===== src/rtl/regfile_wb_arbiter_if.sv =====
// Writeback/regfile bus between the ALU and LSU requesters, the register file
// and decode. The arbiter uses the slave modport.
interface regfile_wb_arbiter_if #(
    parameter int unsigned ADDR_W = 5,
    parameter int unsigned DATA_W = 32
);
    logic              alu_valid;
    logic              alu_ready;
    logic [ADDR_W-1:0] alu_addr;
    logic [DATA_W-1:0] alu_data;
    logic              lsu_valid;
    logic              lsu_ready;
    logic [ADDR_W-1:0] lsu_addr;
    logic [DATA_W-1:0] lsu_data;
    logic              rf_we;
    logic [ADDR_W-1:0] rf_write_addr;
    logic [DATA_W-1:0] rf_din;
    logic [31:0]       pend_mask;
    logic [ADDR_W-1:0] rd_addr0;
    logic [ADDR_W-1:0] rd_addr1;
    logic [DATA_W-1:0] rf_dout0;
    logic [DATA_W-1:0] rf_dout1;
    logic [DATA_W-1:0] rd_data0;
    logic [DATA_W-1:0] rd_data1;

    modport master (
        output alu_valid, alu_addr, alu_data,
        output lsu_valid, lsu_addr, lsu_data,
        output rd_addr0, rd_addr1, rf_dout0, rf_dout1,
        input  alu_ready, lsu_ready,
        input  rf_we, rf_write_addr, rf_din, pend_mask,
        input  rd_data0, rd_data1
    );

    modport slave (
        input  alu_valid, alu_addr, alu_data,
        input  lsu_valid, lsu_addr, lsu_data,
        input  rd_addr0, rd_addr1, rf_dout0, rf_dout1,
        output alu_ready, lsu_ready,
        output rf_we, rf_write_addr, rf_din, pend_mask,
        output rd_data0, rd_data1
    );
endinterface


===== src/rtl/regfile_wb_arbiter.sv =====
// regfile_wb_arbiter: shares the single register-file write port between the
// ALU and LSU writeback requesters. Each requester has a 1-entry buffer; the
// winner is copied into a registered write stage. Also exports a pending-write
// mask for decode hazard checks.
// Optional feature macro: RF_BYPASS_EN forwards the in-flight write onto the
// two read ports; without it the read data is a plain passthrough.
module regfile_wb_arbiter #(
    parameter int unsigned ADDR_W       = 5,
    parameter int unsigned DATA_W       = 32,
    parameter int unsigned STARVE_LIMIT = 3
) (
    input  logic                clk,
    input  logic                rst_n,
    regfile_wb_arbiter_if.slave bus
);
    localparam int unsigned MASK_W = 32;
    localparam int unsigned CNT_W  = (STARVE_LIMIT < 1) ? 1 : $clog2(STARVE_LIMIT + 1);

    typedef struct packed {
        logic              v;
        logic [ADDR_W-1:0] addr;
        logic [DATA_W-1:0] data;
    } wb_entry_t;

    wb_entry_t         alu_q, alu_nxt;
    wb_entry_t         lsu_q, lsu_nxt;
    wb_entry_t         out_q, out_nxt;
    logic [CNT_W-1:0]  starve_q, starve_nxt;
    logic              alu_older_q, alu_older_nxt;
    logic [MASK_W-1:0] pend_q, pend_nxt;
    logic              grant_alu, grant_lsu;
    logic              alu_load, lsu_load;
    logic              same_dest, starved;

    // One-hot destination of a valid entry; x0 never shows up as pending
    function automatic logic [MASK_W-1:0] dest_bit(input wb_entry_t e);
        dest_bit = '0;
        if (e.v && (e.addr != '0)) begin
            dest_bit = MASK_W'(1) << e.addr;
        end
    endfunction

    assign same_dest = alu_q.v && lsu_q.v && (alu_q.addr == lsu_q.addr) && (alu_q.addr != '0);
    assign starved   = (starve_q == CNT_W'(STARVE_LIMIT));

    // Arbitration: ordering hazard first, then starvation override, then LSU priority
    always_comb begin
        grant_alu = 1'b0;
        grant_lsu = 1'b0;
        if (same_dest) begin
            if (alu_older_q) grant_alu = 1'b1;
            else             grant_lsu = 1'b1;
        end else if (alu_q.v && starved) begin
            grant_alu = 1'b1;
        end else if (lsu_q.v) begin
            grant_lsu = 1'b1;
        end else if (alu_q.v) begin
            grant_alu = 1'b1;
        end
    end

    // A buffer accepts when empty or draining in the same cycle
    assign bus.alu_ready = ~alu_q.v | grant_alu;
    assign bus.lsu_ready = ~lsu_q.v | grant_lsu;
    assign alu_load      = bus.alu_valid & bus.alu_ready;
    assign lsu_load      = bus.lsu_valid & bus.lsu_ready;

    // Next-state for buffers, write stage, starvation counter, age flag and mask
    always_comb begin
        alu_nxt       = alu_q;
        lsu_nxt       = lsu_q;
        out_nxt       = out_q;
        starve_nxt    = starve_q;
        alu_older_nxt = alu_older_q;

        if (grant_alu) alu_nxt.v = 1'b0;
        if (alu_load)  alu_nxt   = '{v: 1'b1, addr: bus.alu_addr, data: bus.alu_data};
        if (grant_lsu) lsu_nxt.v = 1'b0;
        if (lsu_load)  lsu_nxt   = '{v: 1'b1, addr: bus.lsu_addr, data: bus.lsu_data};

        // x0 writes are consumed here without raising the write enable
        out_nxt.v = 1'b0;
        if (grant_alu) begin
            out_nxt = '{v: (alu_q.addr != '0), addr: alu_q.addr, data: alu_q.data};
        end else if (grant_lsu) begin
            out_nxt = '{v: (lsu_q.addr != '0), addr: lsu_q.addr, data: lsu_q.data};
        end

        if (!alu_q.v || grant_alu) begin
            starve_nxt = '0;
        end else if (!starved) begin
            starve_nxt = starve_q + CNT_W'(1);
        end

        // Set when an LSU entry lands behind an ALU entry that is still waiting
        if (lsu_load && alu_q.v && !grant_alu) begin
            alu_older_nxt = 1'b1;
        end else if (grant_alu || !alu_q.v) begin
            alu_older_nxt = 1'b0;
        end

        pend_nxt = dest_bit(alu_nxt) | dest_bit(lsu_nxt) | dest_bit(out_nxt);
    end

    // State and output registers
    always_ff @(posedge clk or negedge rst_n) begin
        if (!rst_n) begin
            alu_q       <= '0;
            lsu_q       <= '0;
            out_q       <= '0;
            starve_q    <= '0;
            alu_older_q <= 1'b0;
            pend_q      <= '0;
        end else begin
            alu_q       <= alu_nxt;
            lsu_q       <= lsu_nxt;
            out_q       <= out_nxt;
            starve_q    <= starve_nxt;
            alu_older_q <= alu_older_nxt;
            pend_q      <= pend_nxt;
        end
    end

    assign bus.rf_we         = out_q.v;
    assign bus.rf_write_addr = out_q.addr;
    assign bus.rf_din        = out_q.data;
    assign bus.pend_mask     = pend_q;

`ifdef RF_BYPASS_EN
    // Forward the write being committed this cycle; x0 reads are never forwarded
    assign bus.rd_data0 = (out_q.v && (out_q.addr == bus.rd_addr0) && (bus.rd_addr0 != '0))
                          ? out_q.data : bus.rf_dout0;
    assign bus.rd_data1 = (out_q.v && (out_q.addr == bus.rd_addr1) && (bus.rd_addr1 != '0))
                          ? out_q.data : bus.rf_dout1;
`else
    // Plain passthrough of the raw regfile read data
    logic unused_rd_addr;
    assign unused_rd_addr = ^{bus.rd_addr0, bus.rd_addr1};
    assign bus.rd_data0   = bus.rf_dout0;
    assign bus.rd_data1   = bus.rf_dout1;
`endif

endmodule

===== src/flat_wrapper.sv =====
// flat-port wrapper written by rule: the top's interface ports become plain ports
module regfile_wb_arbiter_flat 
#(
    parameter int unsigned ADDR_W       = 5,
    parameter int unsigned DATA_W       = 32,
    parameter int unsigned STARVE_LIMIT = 3
)
  (clk, rst_n, bus_alu_valid, bus_alu_addr, bus_alu_data, bus_lsu_valid, bus_lsu_addr, bus_lsu_data, bus_rd_addr0, bus_rd_addr1, bus_rf_dout0, bus_rf_dout1, bus_alu_ready, bus_lsu_ready, bus_rf_we, bus_rf_write_addr, bus_rf_din, bus_pend_mask, bus_rd_data0, bus_rd_data1);
  regfile_wb_arbiter_if #(.ADDR_W(ADDR_W), .DATA_W(DATA_W)) bus_i ();
  input  logic clk;
  input  logic rst_n;
  input wire logic [$bits(bus_i.alu_valid)-1:0] bus_alu_valid;
  input wire logic [$bits(bus_i.alu_addr)-1:0] bus_alu_addr;
  input wire logic [$bits(bus_i.alu_data)-1:0] bus_alu_data;
  input wire logic [$bits(bus_i.lsu_valid)-1:0] bus_lsu_valid;
  input wire logic [$bits(bus_i.lsu_addr)-1:0] bus_lsu_addr;
  input wire logic [$bits(bus_i.lsu_data)-1:0] bus_lsu_data;
  input wire logic [$bits(bus_i.rd_addr0)-1:0] bus_rd_addr0;
  input wire logic [$bits(bus_i.rd_addr1)-1:0] bus_rd_addr1;
  input wire logic [$bits(bus_i.rf_dout0)-1:0] bus_rf_dout0;
  input wire logic [$bits(bus_i.rf_dout1)-1:0] bus_rf_dout1;
  output wire logic [$bits(bus_i.alu_ready)-1:0] bus_alu_ready;
  output wire logic [$bits(bus_i.lsu_ready)-1:0] bus_lsu_ready;
  output wire logic [$bits(bus_i.rf_we)-1:0] bus_rf_we;
  output wire logic [$bits(bus_i.rf_write_addr)-1:0] bus_rf_write_addr;
  output wire logic [$bits(bus_i.rf_din)-1:0] bus_rf_din;
  output wire logic [$bits(bus_i.pend_mask)-1:0] bus_pend_mask;
  output wire logic [$bits(bus_i.rd_data0)-1:0] bus_rd_data0;
  output wire logic [$bits(bus_i.rd_data1)-1:0] bus_rd_data1;
  assign bus_i.alu_valid = bus_alu_valid;
  assign bus_i.alu_addr = bus_alu_addr;
  assign bus_i.alu_data = bus_alu_data;
  assign bus_i.lsu_valid = bus_lsu_valid;
  assign bus_i.lsu_addr = bus_lsu_addr;
  assign bus_i.lsu_data = bus_lsu_data;
  assign bus_i.rd_addr0 = bus_rd_addr0;
  assign bus_i.rd_addr1 = bus_rd_addr1;
  assign bus_i.rf_dout0 = bus_rf_dout0;
  assign bus_i.rf_dout1 = bus_rf_dout1;
  assign bus_alu_ready = bus_i.alu_ready;
  assign bus_lsu_ready = bus_i.lsu_ready;
  assign bus_rf_we = bus_i.rf_we;
  assign bus_rf_write_addr = bus_i.rf_write_addr;
  assign bus_rf_din = bus_i.rf_din;
  assign bus_pend_mask = bus_i.pend_mask;
  assign bus_rd_data0 = bus_i.rd_data0;
  assign bus_rd_data1 = bus_i.rd_data1;
  regfile_wb_arbiter #(.ADDR_W(ADDR_W), .DATA_W(DATA_W), .STARVE_LIMIT(STARVE_LIMIT)) u_core (.clk(clk), .rst_n(rst_n), .bus(bus_i));
endmodule

===== config.mk =====
export PLATFORM = sky130hd
export DESIGN_NAME = regfile_wb_arbiter_flat
export DESIGN_NICKNAME = d
export VERILOG_FILES = /design/src/rtl/regfile_wb_arbiter_if.sv /design/src/rtl/regfile_wb_arbiter.sv /design/src/flat_wrapper.sv
export SDC_FILE = /design/constraint.sdc
export NUM_CORES = 1
export LEC_CHECK = 0
export ABC_AREA = 1
export CAP_MARGIN = 10
export CELL_PAD_IN_SITES_DETAIL_PLACEMENT = 0
export CELL_PAD_IN_SITES_GLOBAL_PLACEMENT = 1
export CORE_MARGIN = 2
export CORE_UTILIZATION = 35
export DETAILED_ROUTE_END_ITERATION = 16
export PLACE_DENSITY = 0.92
export SYNTH_ARGS = -nofsm -noshare
export SYNTH_HDL_FRONTEND = slang
export SYNTH_SLANG_ARGS = --single-unit
export TNS_END_PERCENT = 10

===== constraint.sdc =====
create_clock -name clk -period 5.7 [get_ports clk]
set_clock_uncertainty 0.15 [all_clocks]
set_input_delay 1.14 -clock clk [delete_from_list [all_inputs] [get_ports clk]]
set_output_delay 1.14 -clock clk [all_outputs]
set_load 0.005 [all_outputs]

; Word level (Yosys, flattened, before mapping)
; Cells that the tools add are included.
; W data, S select, Z words.
[word_totals]
in_bits = 152
regBits = 149
wordCells = 68
[classes]
n_reduce_logical = 19
bitwise_logic = 8
shift = 3
addsub = 1
n_eq_ne = 3
muxes = 22
[ops]
columns = cell, n
row1 = $mux W38, 4
row2 = $mux W32, 3
row3 = $shl A1 B5 Y32 const A, 3
row4 = $or A32 B32 Y32, 2
row5 = $reduce_bool A5 Y1, 5
row6 = $mux W1, 13
row7 = $logic_and A1 B1 Y1, 9
row8 = $eq A5 B5 Y1, 1
row9 = $mux W2, 2
row10 = $reduce_bool A2 Y1, 2
row11 = $add A2 B1 Y2 const B, 1
row12 = $and A1 B1 Y1, 2
row13 = $eq A2 B2 Y1 const B, 1
row14 = $logic_not A1 Y1, 2
row15 = $ne A2 B2 Y1 const B, 1
row16 = $not A1 Y1, 2
row17 = $or A1 B1 Y1, 2
row18 = $logic_or A1 B1 Y1, 1

; Longest topological paths before layout
[depth]
word_depth = 12
ltp_mapped = 18
depth_no_buf = 18

; Worst setup path before layout
; Ideal clock, no wire load.
[synth_timing]
path_type = input -> output
from = input bus_rf_dout0[0]
to = output bus_rd_data0[0]
required_time_ps = 4410
cell_stages = 1
arrival_ps = 1251
setup_slack_ps = 3159
path_buffers = 1
cell_sequence = buf_4
[synth_rtl]
columns = item, line_no
row1 = start: declaration, flat_wrapper.sv:20  ; input wire logic [$bits(bus_i.rf_dout0)-1:0] bus_rf_dout0;
row2 = end: declaration, flat_wrapper.sv:28  ; output wire logic [$bits(bus_i.rd_data0)-1:0] bus_rd_data0;
; No word-level cell between the ends.

==> results.txt <==
Flops & latches, synth - 149
Detail Placement HPWL - 13.79 mm
Max-slew violations - 0
Global route hottest layer - met2
IO Count - 288
Post-synth cell types - 34
Simple-Gate Fraction of Synth Area - 30.12%
Grt met3 use - 4.273%
Total GRT Usage - 18.14%
Hold Path Depth - 2
DRC viols - 0
Fraction of layout cells with a size suffix above 1 - 13.54%
First-pass GRT wire length - 31.65 mm
Clock Sinks - 149
IO buf count - 149
Largest net degree at the start of global routing - 61
WL final - 19.91 mm
Initial DRT Pass Iterations - 5
Net count, final - 1100
Minimum hold slack - 0.3319 ns
CTS tree - yes
Total power - 4.856 mW
M1 GR Usage - 24.30%
WS Path Type - flip-flop to flip-flop
WL/cell - 16.12 µm
Worst reg2reg setup slack - 1.62 ns
Fmax - 0.2452 GHz
Crit Path Max Fanout - 39
Slew headroom - 40.92%
Post-cts hold buffer count - 0
Mux share of post-synthesis cell area - 4.792%
Worst-Margin Slew - 0.8831 ns
Seq/Total Area, Yosys - 49.58%
Gpl congestion - 0.8666
Compound-Gate Fraction of Synth Area - 3.577%
CTS Root Cell - clkbuf_16
Pwr dens - 519.7 nW/µm²
Period Utilization, post-route - 71.54%
Die Footprint - 22670 µm²
Net Count, Synth - 1025
Setup repair bufs after CTS - 0
CTS H-tree lvls - 4
# diodes - 0
Reg-to-reg startpoint - u_core.lsu_q[37]
Hold Fails Final Rpt - 0
Synth Area in Adders - 0.1664%
GRT Residual Overflow - 0
Die width - 150.6 µm
Data arrival time of the critical path - 4.23 ns
Status - finished clean
Synth Area per Inst - 8.624 µm²
Util after Layout - 44.44%
Clock slew at reported path FFs - 0.07 ns
Syn Inst Count - 872
Worst Hold Class - flip-flop to flip-flop
FF-to-FF path depth - 12
CTS buffer count - 17
Static Leakage - 4.343 nW
Setup TNS - 0 ns
Minimum clock period - 4.078 ns
Unrepaired setup endpoints after global routing - no
Max cap viols - 0
Hold wc startpoint - u_core.lsu_q[4]
Vias - 6005
Antenna violations before repair - 0
Placeable Area - 21020 µm²
DIE HEIGHT - 150.6 µm
Row Count - 53
Iter 0 DRT Violations - 524
Post-CTS sizing - 0
Yosys warns - 0
Clk buf depth - 2
Reg-to-reg critical path endpoint - u_core.bus.pend_mask[16]
Hold EP - u_core.lsu_q[4]
Final ANT Viol Nets - 0
Post-Syn Area - 7520 µm²
Vias in the first global route - 6131
Met2 usage - 29.30%
Worst vdd ir - 0.1941 mV
Syn-to-layout area delta - 24.24%
Count of final setup violators - 0
Xor and xnor area share after synthesis - 0.1165%
Critical Path RT - 5.85 ns
Vias per inst - 4.862
Critical Path End Type - flip-flop
Initial cell density of the core - 35.77%
Startpoint Class - flip-flop
Clock Latency Late Sink - 0.42 ns
Largest family of logic cells by synthesized area - simple AND/OR/NAND/NOR gates
==> placed cells by master, fill, tap and decap left out, types with 2 or more instances in the layout <==
cell	count
nand2_1	255
dfrtp_1	149
clkdlybuf4s50_1	148
nand3_1	132
nor2_1	56
inv_1	43
mux2_2	32
clkbuf_16	17
o211ai_1	15
o21ai_0	14
inv_2	12
nor2_2	12
nand2_2	11
nand4_1	9
nor2_4	7
nand2_4	6
o21ai_2	3
clkinv_4	3
inv_8	3
clkinv_8	3
buf_4	3
nand3_4	2
a21oi_4	2
nor3_1	2
inv_4	2
nand3b_1	2
nor3_2	2
clkinv_2	2
inv_6	2
==> per-stage QoR <==
stage               instance area (µm²)  cells  setup WS, ns
floorplan                          7520    872         3.159
global placement                   8737   1203         1.695
detailed placement                 8737   1203         1.663
CTS                                9343   1235         1.617
global route                       9343   1235         1.292
finish                             9343   1235         1.622
==> state kept, by name (all words and copies together), names as in the netlist <==
name                      flops
u_core.bus.rf_write_addr      5
u_core.starve_q               2
u_core.alu_q                 38
u_core.lsu_q                 38
u_core.alu_older_q            1
u_core.bus.pend_mask         32
u_core.bus.rf_din            32
u_core.bus.rf_we              1
==> how the worst max path moves through the flow <==
stage / startpoint / to / slack, ns
after global placement: u_core.lsu_q[35] / u_core.bus.pend_mask[16] / 1.69
after CTS: u_core.lsu_q[35] / bus_lsu_ready / 1.62
after global routing: u_core.lsu_q[37] / u_core.bus.pend_mask[16] / 1.29
after detailed placement: u_core.lsu_q[37] / u_core.bus.pend_mask[16] / 1.66
after floorplan: bus_rf_dout0[0] / bus_rd_data0[0] / 3.16
final: u_core.lsu_q[37] / u_core.bus.pend_mask[16] / 1.62
==> cell usage after synthesis, drive strengths merged <==
library cell / n / area [µm²]
nand3b: 2 / 15.01
o32ai: 1 / 8.760
nand4: 9 / 56.30
buf: 86 / 615.6
xor2: 1 / 8.760
inv: 57 / 219.0
o21ai: 18 / 112.6
clkbuf: 10 / 37.54
o211ai: 15 / 112.6
ha: 1 / 12.51
dfrtp: 149 / 3729
conb: 1 / 3.750
nor2: 75 / 364.1
nand3: 135 / 705.7
a21oi: 4 / 35.04
mux2: 32 / 360.4
nor3: 4 / 30.03
nand2: 272 / 1094
==> report_power, final <==
part           internal [mW]  switching, mW
Clock                  0.635          0.486
Combinational          0.846           1.19
Sequential              1.48          0.219
Total                   2.96           1.89
==> cell families (layout without fill, tap and decap cells) <==
| logic type | Yosys count | count (layout) |
|---|---|---|
| and+or+nand+nor | 497 | 497 |
| buffers and inverters | 153 | 241 |
| DFF | 149 | 149 |
| AOI/OAI and AO/OA | 38 | 38 |
| muxes | 32 | 32 |
| adders and majority gates | 1 | 1 |
| other | 1 | 1 |
| xor gates and xnor gates | 1 | 1 |
==> cell type report <==
type	count	area (µm²)
Fill cell	2028	11680
Sequential cell	149	3729
Multi-Input combinational cell	570	2930
Timing Repair Buffer	152	1515
Clock buffer	18	439.2
Tap cell	275	344.1
Inverter	57	219.0
Clock inverter	14	166.4
==> critical path, stage by stage (launching register included) <==
cell	delay, ns
dfrtp_1	0.47
nand2_1	0.14
a21oi_2	0.12
nand2_1	0.09
nor2_4	0.14
nand3_4	0.15
nand2_2	0.69
inv_2	0.55
o21ai_2	0.35
inv_2	0.09
nor2_2	0.46
nand2_2	0.23
o211ai_1	0.30
==> per-layer routing <==
metal / up-vias / wire (µm)
met2: 205 / 9408
met5: - / 0
met1: 2877 / 8906
li1: 2897 / -
met3: 26 / 1263
met4: 0 / 329
No activity file was read; power rests on OpenSTA's default activity.
